`src/rtl/mvm_pkg.sv`:
```
// mvm_pkg: FSM states and default sizing shared by the weight feeder and the MVM
package mvm_pkg;
    localparam int N_DEF       = 4;
    localparam int DW_DEF      = 4;
    localparam int TIMEOUT_DEF = 255;
    typedef enum logic [2:0] {IDLE, START, STREAM, WAIT, DONE} state_t;
endpackage

```
`src/rtl/mvm_wbuf.sv`:
```
// mvm_wbuf: N*N x DW weight registers, one write port and one combinational read port
module mvm_wbuf
    import mvm_pkg::*;
#(
    parameter int N  = N_DEF,
    parameter int DW = DW_DEF
) (
    input  logic                   clk,
    input  logic                   rst,
    input  logic                   wr_en,
    input  logic [$clog2(N*N)-1:0] wr_addr,
    input  logic [DW-1:0]          wr_data,
    input  logic [$clog2(N*N)-1:0] rd_addr,
    output logic [DW-1:0]          rd_data
);
    logic [N*N-1:0][DW-1:0] mem;
    // weight storage, wiped by reset
    always_ff @(posedge clk or posedge rst)
        if (rst) mem <= '0;
        else if (wr_en) mem[wr_addr] <= wr_data;
    assign rd_data = mem[rd_addr];
endmodule

```
`src/rtl/mvm_wfeed.sv`:
```
// mvm_wfeed: streams the stored weights to the MVM, waits for it and captures its result
module mvm_wfeed
    import mvm_pkg::*;
#(
    parameter int N       = N_DEF,
    parameter int DW      = DW_DEF,
    parameter int TIMEOUT = TIMEOUT_DEF
) (
    input  logic                   i_clk_wf,
    input  logic                   i_rst_wf,
    input  logic                   i_wr_en,
    input  logic [$clog2(N*N)-1:0] i_wr_addr,
    input  logic [DW-1:0]          i_wr_data,
    input  logic                   i_go,
    output logic                   o_start_mvm,
    output logic [DW-1:0]          o_w_mvm,
    input  logic                   i_ismvm,
    input  logic [N-1:0][DW-1:0]   i_wx_result,
    output logic [N-1:0][DW-1:0]   o_result,
    output logic                   o_busy,
    output logic                   o_done,
    output logic                   o_timeout
);
    localparam int AW = $clog2(N*N);
    localparam int CW = $clog2(TIMEOUT + 1);
    localparam logic [AW-1:0] K_LAST = AW'(N*N - 1);
    localparam logic [CW-1:0] C_LAST = CW'(TIMEOUT - 1);
    state_t        state, state_nx;
    logic [AW-1:0] k;
    logic [CW-1:0] cnt;
    logic          seen_busy, fin, to;
    logic [DW-1:0] w_rd;
    mvm_wbuf #(.N(N), .DW(DW)) u_wbuf (
        .clk     (i_clk_wf),
        .rst     (i_rst_wf),
        .wr_en   (i_wr_en && state == IDLE),
        .wr_addr (i_wr_addr),
        .wr_data (i_wr_data),
        .rd_addr (k),
        .rd_data (w_rd)
    );
    // normal completion has priority over a timeout landing on the same cycle;
    // the counter holds 0..TIMEOUT-1, so the abort fires on the TIMEOUT-th WAIT cycle
    assign fin = state == WAIT && seen_busy && !i_ismvm;
    assign to  = state == WAIT && !fin && cnt == C_LAST;
    // state register
    always_ff @(posedge i_clk_wf or posedge i_rst_wf)
        if (i_rst_wf) state <= IDLE;
        else state <= state_nx;
    // next-state decode
    always_comb begin
        state_nx = state;
        case (state)
            IDLE:    if (i_go) state_nx = START;
            START:   state_nx = STREAM;
            STREAM:  if (k == K_LAST) state_nx = WAIT;
            WAIT:    if (fin || to) state_nx = DONE;
            DONE:    state_nx = IDLE;
            default: state_nx = IDLE;
        endcase
    end
    // state-decoded outputs; the weight bus is forced to zero outside STREAM
    always_comb begin
        o_start_mvm = state == START;
        o_w_mvm     = state == STREAM ? w_rd : '0;
        o_busy      = state != IDLE;
        o_done      = state == DONE;
    end
    // stream index, wait counter, busy tracking, timeout flag and result capture
    always_ff @(posedge i_clk_wf or posedge i_rst_wf) begin
        if (i_rst_wf) begin
            k         <= '0;
            cnt       <= '0;
            seen_busy <= 1'b0;
            o_result  <= '0;
            o_timeout <= 1'b0;
        end else begin
            k         <= state == STREAM && k != K_LAST ? k + AW'(1) : '0;
            cnt       <= state == WAIT ? cnt + CW'(1) : '0;
            seen_busy <= state == IDLE ? 1'b0 : state == START ? i_ismvm : seen_busy | i_ismvm;
            o_timeout <= state == IDLE && i_go ? 1'b0 : o_timeout | to;
            if (fin) o_result <= i_wx_result;
        end
    end
endmodule

```
`config.mk`:
```
export PLATFORM = sky130hd
export DESIGN_NAME = mvm_wfeed
export DESIGN_NICKNAME = d
export VERILOG_FILES = /design/src/rtl/mvm_pkg.sv /design/src/rtl/mvm_wbuf.sv /design/src/rtl/mvm_wfeed.sv
export SDC_FILE = /design/constraint.sdc
export NUM_CORES = 1
export LEC_CHECK = 0
export ABC_AREA = 1
export CORE_ASPECT_RATIO = 0.5
export CORE_MARGIN = 3
export CORE_UTILIZATION = 55
export DETAILED_ROUTE_END_ITERATION = 8
export PLACE_DENSITY = 0.78
export SLEW_MARGIN = 0
export SYNTH_ARGS = -nofsm -noshare
export SYNTH_HDL_FRONTEND = slang
export SYNTH_SLANG_ARGS = --single-unit
```
`constraint.sdc`:
```
create_clock -name i_clk_wf -period 5.9 [get_ports i_clk_wf]
set_input_delay 0.59 -clock i_clk_wf [delete_from_list [all_inputs] [get_ports i_clk_wf]]
set_output_delay 0.59 -clock i_clk_wf [all_outputs]
set_load 0.03 [all_outputs]
```
==> flow_results.org <==
** Power
- Sw Pwr :: 1.098 mW
- In this run the static leakage power is 2.681 nW.
- IR analysis of the VDD net gives a maximum drop of 0.3629 mV.
- The share of total power dissipated in sequential elements is 0.375.
- Of the total power, combinational logic draws 0.404.
- Switching share of total power :: 0.3847
- For this design the ratio of total power to cell area is 502.3 nW/um^2.
- P_int :: 1.756 mW
- Clock group share of total power :: 0.222

** Timing
- Final max-slew violation count :: 0
- Unrepaired setup endpoints after global routing :: no
- Number of hold-slack violations in the final timing report :: 0
- Max Fclk :: 0.3038 GHz
- Setup skew after layout :: 0.006424 ns
- Across all hold checks on the routed design, the worst slack comes to 0.4894 ns.
- Share of the cycle needed by the critical path after routing :: 0.5579
- Setup TNS after final layout :: 0 ns
- At the pin with the least slew margin, the transition time is 0.8524 ns.
- Number of setup violations in the final report :: 0
- Headroom to the max-slew limit came out at 0.4318.
- Subtracting the final worst setup slack from the clock period gives 3.292 ns.

** CTS
- Post-CTS repair changed the size of 0 cells.
- After clock tree synthesis, the clock-pin slew on the worst setup and hold paths is 0.06 ns.
- Post-CTS repair timing setup buffer count :: 0
- The clock passes through at most 2 buffers.
- Clock latency on the worst-skew pair :: 0.35 ns
- H-tree level count :: 3
- Number of sinks on the clock net :: 97
- Clock tree synthesis selected as its root buffer the cell sky130_fd_sc_hd__clkbuf_16.
- TritonCTS built the clock tree.
- Buffers inserted to repair hold after CTS numbered 0.
- Buffers inserted during clock tree synthesis total 9.

** Setup path
- STA classifies the critical path startpoint as a register.
- The worst setup path is of the reg2out kind.
- Sort of element at the end of the critical path :: primary output
- Data required time of the critical path :: 5.31 ns
- Of all nets on the critical path, the largest fanout is 36.
- The most critical setup path has its startpoint at k[0].
- The worst register-to-register path ends at u_wbuf.mem[26].
- On the worst path, the slowest cell contributes a delay of 0.69 ns.
- The startpoint identified for the worst register-to-register timing path is state[0].
- Setup slack on the worst flop-to-flop path :: 4.26 ns
- Slowest CP cell :: sky130_fd_sc_hd__clkdlybuf4s50_1
- Capture point of the worst path :: o_w_mvm[0]
- WP data arrival :: 2.70 ns
- The critical path goes through buf_4 -> nand2_1 -> o21ai_0 -> nand2_1 -> nand3_1 -> nand3_1 -> a21oi_1 -> clkdlybuf4s50_1.
- Depth of the most critical reg-to-reg path :: 6

** Floorplan
- The die covers 9861 um^2.
- After floorplanning, the core was sized to cover 8202 um^2.
- The initialized floorplan defines 23 standard-cell rows.
- From left edge to right edge, the die measures 137.5 um.
- Die outline height :: 71.74 um
- I/O pin cnt :: 53
- Starting Density :: 0.5796

** Layout
- The finished layout holds 735 standard cells, fillers aside.
- The repair_antennas step left the layout with diodes totalling 0.
- Summing all multi-input logic gate instances after layout gives 1924 um^2.
- Summing all flip-flop and latch instances after layout gives 2427 um^2.
- The layout has 685 filler cells.
- Once layout is done, the placed cells without fillers occupy 5682 um^2.
- At the end of the flow, the number of nets in the layout was 650.
- Most frequent standard cell in the layout excluding fill and tap cells :: sky130_fd_sc_hd__nand2_1
- Area added between synthesis and finish :: 19.53%
- For this run, the share of the core covered by cells in the final layout is 0.6928.
- Commonest cells after routing, fill and taps aside :: 165 x sky130_fd_sc_hd__nand2_1, 97 x sky130_fd_sc_hd__dfrtp_1, 86 x sky130_fd_sc_hd__inv_1, 72 x sky130_fd_sc_hd__o21ai_0, 52 x sky130_fd_sc_hd__clkdlybuf4s50_1
- In the final layout, the share of cells above drive strength 1 is 0.08828.

** Synth
- Number of synthesized register bits :: 97
- Count of flip-flops with a built-in enable after synthesis :: 0
- Of the post-synthesis cell area, the dominant cell type holds 0.5107.
- After synthesis, the share of flip-flops with an asynchronous set or reset is 1.000.
- After synthesis, the cell types taking the most area are sky130_fd_sc_hd__dfrtp_1 51%, sky130_fd_sc_hd__nand2_1 13%, sky130_fd_sc_hd__o21ai_0 7.6%.
- Yosys synthesis warning count :: 0
- The share of the Yosys chip area taken by registers is 0.5107.
- Leading register cell type out of synthesis :: sky130_fd_sc_hd__dfrtp_1
- Biggest area consumer among synthesized cells :: sky130_fd_sc_hd__dfrtp_1
- Counting every net in the synthesized netlist gives 601.
- After synthesis, the mean cell area works out to 8.354 um^2.
- Post-Syn Instances :: 569
- Post-synth design cell area :: 4753 um^2
- Number of distinct standard cells referenced by the synthesized netlist :: 30

** Run
- MaxCap Viol Count :: 0

** Route
- In the routed design, unresolved DRC markers number 0.
- Wire per inst :: 15.36 um
- ANT nets after route :: 0
- Iteration-0 DRC Markers :: 462
- The first detailed-routing pass ran for 5 iterations.
- The routed design has 11290 um of wire.
- In the routed layout, each cell is associated on average with a via count of 5.287.
- Vias after detailed routing :: 3886

** Place
- The placed instances occupy a cell area of 5359 um^2.
- The congestion estimate from routability-driven global placement came to 0.9024.
- The number of placed instances, taps included, is 719.
- Final HPWL DP :: 8162 um
- Input and output buffers added on the ports amount to 52.

** Global route
- Global routing finished with a remaining overflow of 0.
- Global-route wire length before repair :: 18860 um
- The number of antenna violations at the first check in global routing was 0.
- Entering global routing, the biggest net connects 69 pins.
- Global-route usage over all layers :: 0.2504
- The via count of the first global-routing pass was 3826.

** Min path
- Hold path startpoint :: u_wbuf.mem[43]
- The tightest min-delay check is of the reg2reg type.

** Outcome
- The run finished with clean final reports.
## power by group through the flow
stage	Combinational (mW)	Clock [mW]	Sequential [mW]
floorplan	0.695	0	1.15
global placement	1.12	0	1.06
detailed placement	1.14	0	1.08
CTS	1.15	0.642	1.07
global route	1.27	0.668	1.10
finish	1.15	0.632	1.07
## worst min path at each step
| stage | end | slack [ns] | cells past startpoint |
|---|---|---|---|
| final | u_wbuf.mem[43] | 0.49 | 2 |
| after global routing | u_wbuf.mem[22] | 0.51 | 2 |
| after CTS | u_wbuf.mem[43] | 0.49 | 2 |
| after detailed placement | u_wbuf.mem[4] | 0.47 | 2 |
| after global placement | u_wbuf.mem[22] | 0.47 | 2 |
| after floorplan | u_wbuf.mem[4] | 0.45 | 2 |
## synth_stat cells, types with 3 or more instances
master / instances
sky130_fd_sc_hd__nand2_4: 3
sky130_fd_sc_hd__ha_1: 3
sky130_fd_sc_hd__nand3_1: 38
sky130_fd_sc_hd__mux2_2: 8
sky130_fd_sc_hd__o21ai_0: 72
sky130_fd_sc_hd__nor2_1: 28
sky130_fd_sc_hd__buf_2: 3
sky130_fd_sc_hd__inv_1: 87
sky130_fd_sc_hd__clkbuf_1: 10
sky130_fd_sc_hd__nand2_2: 3
sky130_fd_sc_hd__dfrtp_1: 97
sky130_fd_sc_hd__nor2_4: 8
sky130_fd_sc_hd__nor3_1: 3
sky130_fd_sc_hd__nand2_1: 165
sky130_fd_sc_hd__o21ai_1: 5
sky130_fd_sc_hd__a21oi_1: 10
sky130_fd_sc_hd__mux2_4: 8
## area by class of cell
class                           instances  share of cell area
Sequential cell                        97              0.4272
Multi-Input combinational cell        368              0.3387
Timing Repair Buffer                   54             0.09425
Inverter                               88             0.05836
Clock buffer                           12             0.04338
Tap cell                              112             0.02466
Clock inverter                          4             0.01343
## layer usage
metal | GRT usage | routed length, um | part of all wire
met5 | 0 | 0 | 0
met4 | 0.08960 | 226 | 0.020
met3 | 0.06592 | 870 | 0.077
met2 | 0.3656 | 4932 | 0.44
met1 | 0.3635 | 5257 | 0.47
## critical path: cells and delay by family (launching register included)
kind	cells	cell delay, ns
buf+inv	2	1.09
flops	1	0.56
compound gates	2	0.29
simple gates	4	0.40
## registers in the layout, indices dropped and copies added (netlist names)
signal / flops
o_result: 16
k: 4
state: 3
u_wbuf.mem: 64
o_timeout: 1
seen_busy: 1
cnt: 8
## through the flow
stage | power (mW) | setup WS [ns]
after global routing | 3.039 | 2.419
after CTS | 2.858 | 2.630
after global placement | 2.188 | 3.013
final | 2.854 | 2.608
after detailed placement | 2.220 | 3.028
after floorplan | 1.841 | 2.776
## kinds of logic (layout without fill, tap and decap cells)
family | Yosys count | after routing | share of synthesized area
adders and majority gates | 3 | 3 | 0.007898
DFF | 97 | 97 | 0.5107
AOI/OAI and AO/OA | 88 | 88 | 0.09318
xor gates and xnor gates | 3 | 3 | 0.005529
muxes | 16 | 16 | 0.04422
buffers and inverters | 104 | 158 | 0.08449
and+or+nand+nor | 258 | 258 | 0.2540
Power figures use the tool's default switching activity.
==> RTL edit (same settings) <==
`DW_DEF`: 4 -> 6.
--- a/src/rtl/mvm_pkg.sv
+++ b/src/rtl/mvm_pkg.sv
@@ -1,7 +1,7 @@
 // mvm_pkg: FSM states and default sizing shared by the weight feeder and the MVM
 package mvm_pkg;
     localparam int N_DEF       = 4;
-    localparam int DW_DEF      = 4;
+    localparam int DW_DEF      = 6;
     localparam int TIMEOUT_DEF = 255;
     typedef enum logic [2:0] {IDLE, START, STREAM, WAIT, DONE} state_t;
 endpackage
Ports: changed (resized i_wr_data, i_wx_result, o_result and o_w_mvm); port bits go from 53 to 73. No check against the original RTL was run, so the function may have changed too.
==> RTL edit against the original RTL <==
Critical path type unchanged; sequential cell count grew 40; final area increased by 40%; first-iteration DRC count fell by 6.9%; sequential power up 43%; power rose by 52%; synthesized area rose by 40%; setup slack worse by 610 ps; routed wire length is 41% higher.
==> RTL edit: results (changes against the original RTL) <==
----------------------------------------------------
[Outcome]
  Outcome ... finished, final reports clean

[Synth]
  Number of unique standard cell types used by synthesis ... 31 (+3.3%)
  Most frequent cells after synthesis ... 247 x sky130_fd_sc_hd__nand2_1, 137 x sky130_fd_sc_hd__dfrtp_1, 124 x sky130_fd_sc_hd__inv_1, 68 x sky130_fd_sc_hd__nand3_1, 60 x sky130_fd_sc_hd__o21ai_1
  Share of synthesized area occupied by flip-flops and latches ... 0.515 (+0.00418)
  Number of nets produced by synthesis ... 856 (+42%)
  Yosys warning count ... 0 (unchanged)
  Top cells by area in the synthesized netlist ... sky130_fd_sc_hd__dfrtp_1 51%, sky130_fd_sc_hd__nand2_1 14%, sky130_fd_sc_hd__inv_1 7.0%, sky130_fd_sc_hd__nand3_1 5.1%, sky130_fd_sc_hd__o21ai_1 4.5%

[CTS]
  Setup Fix Bufs, Post-CTS ... 0 (unchanged)
  H-tree depth ... 4 (+1)
  Clock root buffer ... sky130_fd_sc_hd__clkbuf_16
  Number of clock buffers inserted by TritonCTS ... 17 (+8)
  Clock latency of the later-clocked register in the worst-skew pair ... 420 ps (+70 ps)

[Worst hold path]
  Hold wc startpoint ... u_wbuf.mem[79]
  Class of the worst hold path ... reg -> reg

[Critical path]
  Minimum setup slack among reg-to-reg paths ... 3910 ps (-350 ps)
  Delay contributed by the slowest stage of the critical path ... 920 ps (+230 ps)
  Highest-delay cell along the critical path ... sky130_fd_sc_hd__clkinv_1
  Crit-path leading delay family ... buffers and inverters
  Maximum fanout encountered on the critical timing path ... 42 (+17%)
  Worst Reg2Reg Path Length in Cells ... 8 (+2)
  Data arrival time of the critical path ... 3310 ps (+610 ps)

[Place]
  Weighted congestion at the end of routability-driven global placement ... 0.885 (-1.9%)
  Number of buffers inserted by port buffering ... 72 (+38%)
  Post-detail-place hpwl ... 10.3 mm (+27%)
  Pre-CTS WS ... 2540 ps (-483 ps)

[Global routing]
  Global-route wire length before repair ... 27.1 mm (+44%)
  Largest net degree at the start of global routing ... 79 (+14%)
  Number of antenna violations at the first check in global routing ... 0 (unchanged)
  GRT Overall Usage ... 0.250 (-0.000770)

[Timing]
  Worst Clk Skew ... 5.47 ps (-0.949 ps)
  Final WS setup ... 2000 ps (-610 ps)
  Actual transition at the worst max-transition pin ... 1210 ps (+353 ps)

[Power]
  Leak pwr ... 3.79 nW (+41%)
  Peak VDD IR ... 0.000334 V (-8.1%)
  Sw Share ... 0.382 (-0.00270)

[Routing]
  Total Routed Length ... 15.9 mm (+41%)
  Number of search-and-repair iterations in the first detailed-routing pass ... 6 (+1)
  Total number of vias ... 5,482 (+41%)
  DRT iter0 DRCs ... 430 (-6.9%)

[Cells and area]
  Largest registers ... u_wbuf.mem: 96 flops, o_result: 24 flops, cnt: 8 flops
  Total inserted antenna cells ... 0 (unchanged)
  Share of final-layout standard cells stronger than drive strength 1 ... 0.0864 (-0.00192)
  Net count, final ... 909 (+40%)

[Flow run]
  Maximum capacitance violations ... 0 (unchanged)

----------------------------------------------------
-- RTL edit: logic make-up (layout without fill, tap and decap cells) --
| kind of cell | Yosys count | count (layout) | share of synthesized area |
|---|---|---|---|
| compound gates | 118 | 118 | 0.0891 |
| simple gates | 361 | 361 | 0.236 |
| flops | 137 | 137 | 0.515 |
| fa+ha+maj | 3 | 3 | 0.00564 |
| buf+inv | 168 | 234 | 0.110 |
| xor+xnor | 3 | 3 | 0.00395 |
| mux | 24 | 24 | 0.0406 |
-- RTL edit: power groups by stage --
stage,sequential (mW),combinational [mW],clock [mW]
after floorplan,1.67,1.03,0
after global placement,1.51,1.66,0
after detailed placement,1.54,1.68,0
after CTS,1.53,1.71,1.11
after global routing,1.57,1.91,1.15
final,1.53,1.71,1.10
-- RTL edit: path summary, 6_finish.rpt --
kind | end
max in group asynchronous | u_wbuf.mem[16]
min reg2reg | u_wbuf.mem[79]
max | o_w_mvm[5]
min in group asynchronous | cnt[2]
min | u_wbuf.mem[79]
max reg2reg | u_wbuf.mem[82]
-- RTL edit: through the flow --
step	hold WS [ps]	instance area, um2	std cells
after floorplan	452	6660	814
after global routing	516	7960	1039
after CTS	488	7960	1039
final	487	7960	1039
after global placement	467	7350	1007
after detailed placement	474	7350	1007
-- RTL edit: worst register-to-register path, stage by stage (launching register included) --
cell	delay (ps)
sky130_fd_sc_hd__dfrtp_1	450
sky130_fd_sc_hd__nor2_4	150
sky130_fd_sc_hd__nand2_2	90
sky130_fd_sc_hd__inv_2	80
sky130_fd_sc_hd__nand2_4	190
sky130_fd_sc_hd__inv_1	150
sky130_fd_sc_hd__nand3_1	380
sky130_fd_sc_hd__nand2_1	230
sky130_fd_sc_hd__o21ai_0	120
-- RTL edit: layer usage --
layer  track usage  wire, um  up-vias
li1              -         -     2636
met1         0.342      7030     2577
met2         0.393      7250      234
met3        0.0664      1320       35
met4        0.0751       318        0
met5             0         0        -
-- RTL edit: final cells by class --
class,instances,area (um2)
Sequential cell,137,3430
Fill cell,871,3420
Multi-Input combinational cell,509,2500
Timing Repair Buffer,75,743
Inverter,127,482
Clock buffer,19,443
Tap cell,159,199
Clock inverter,13,168
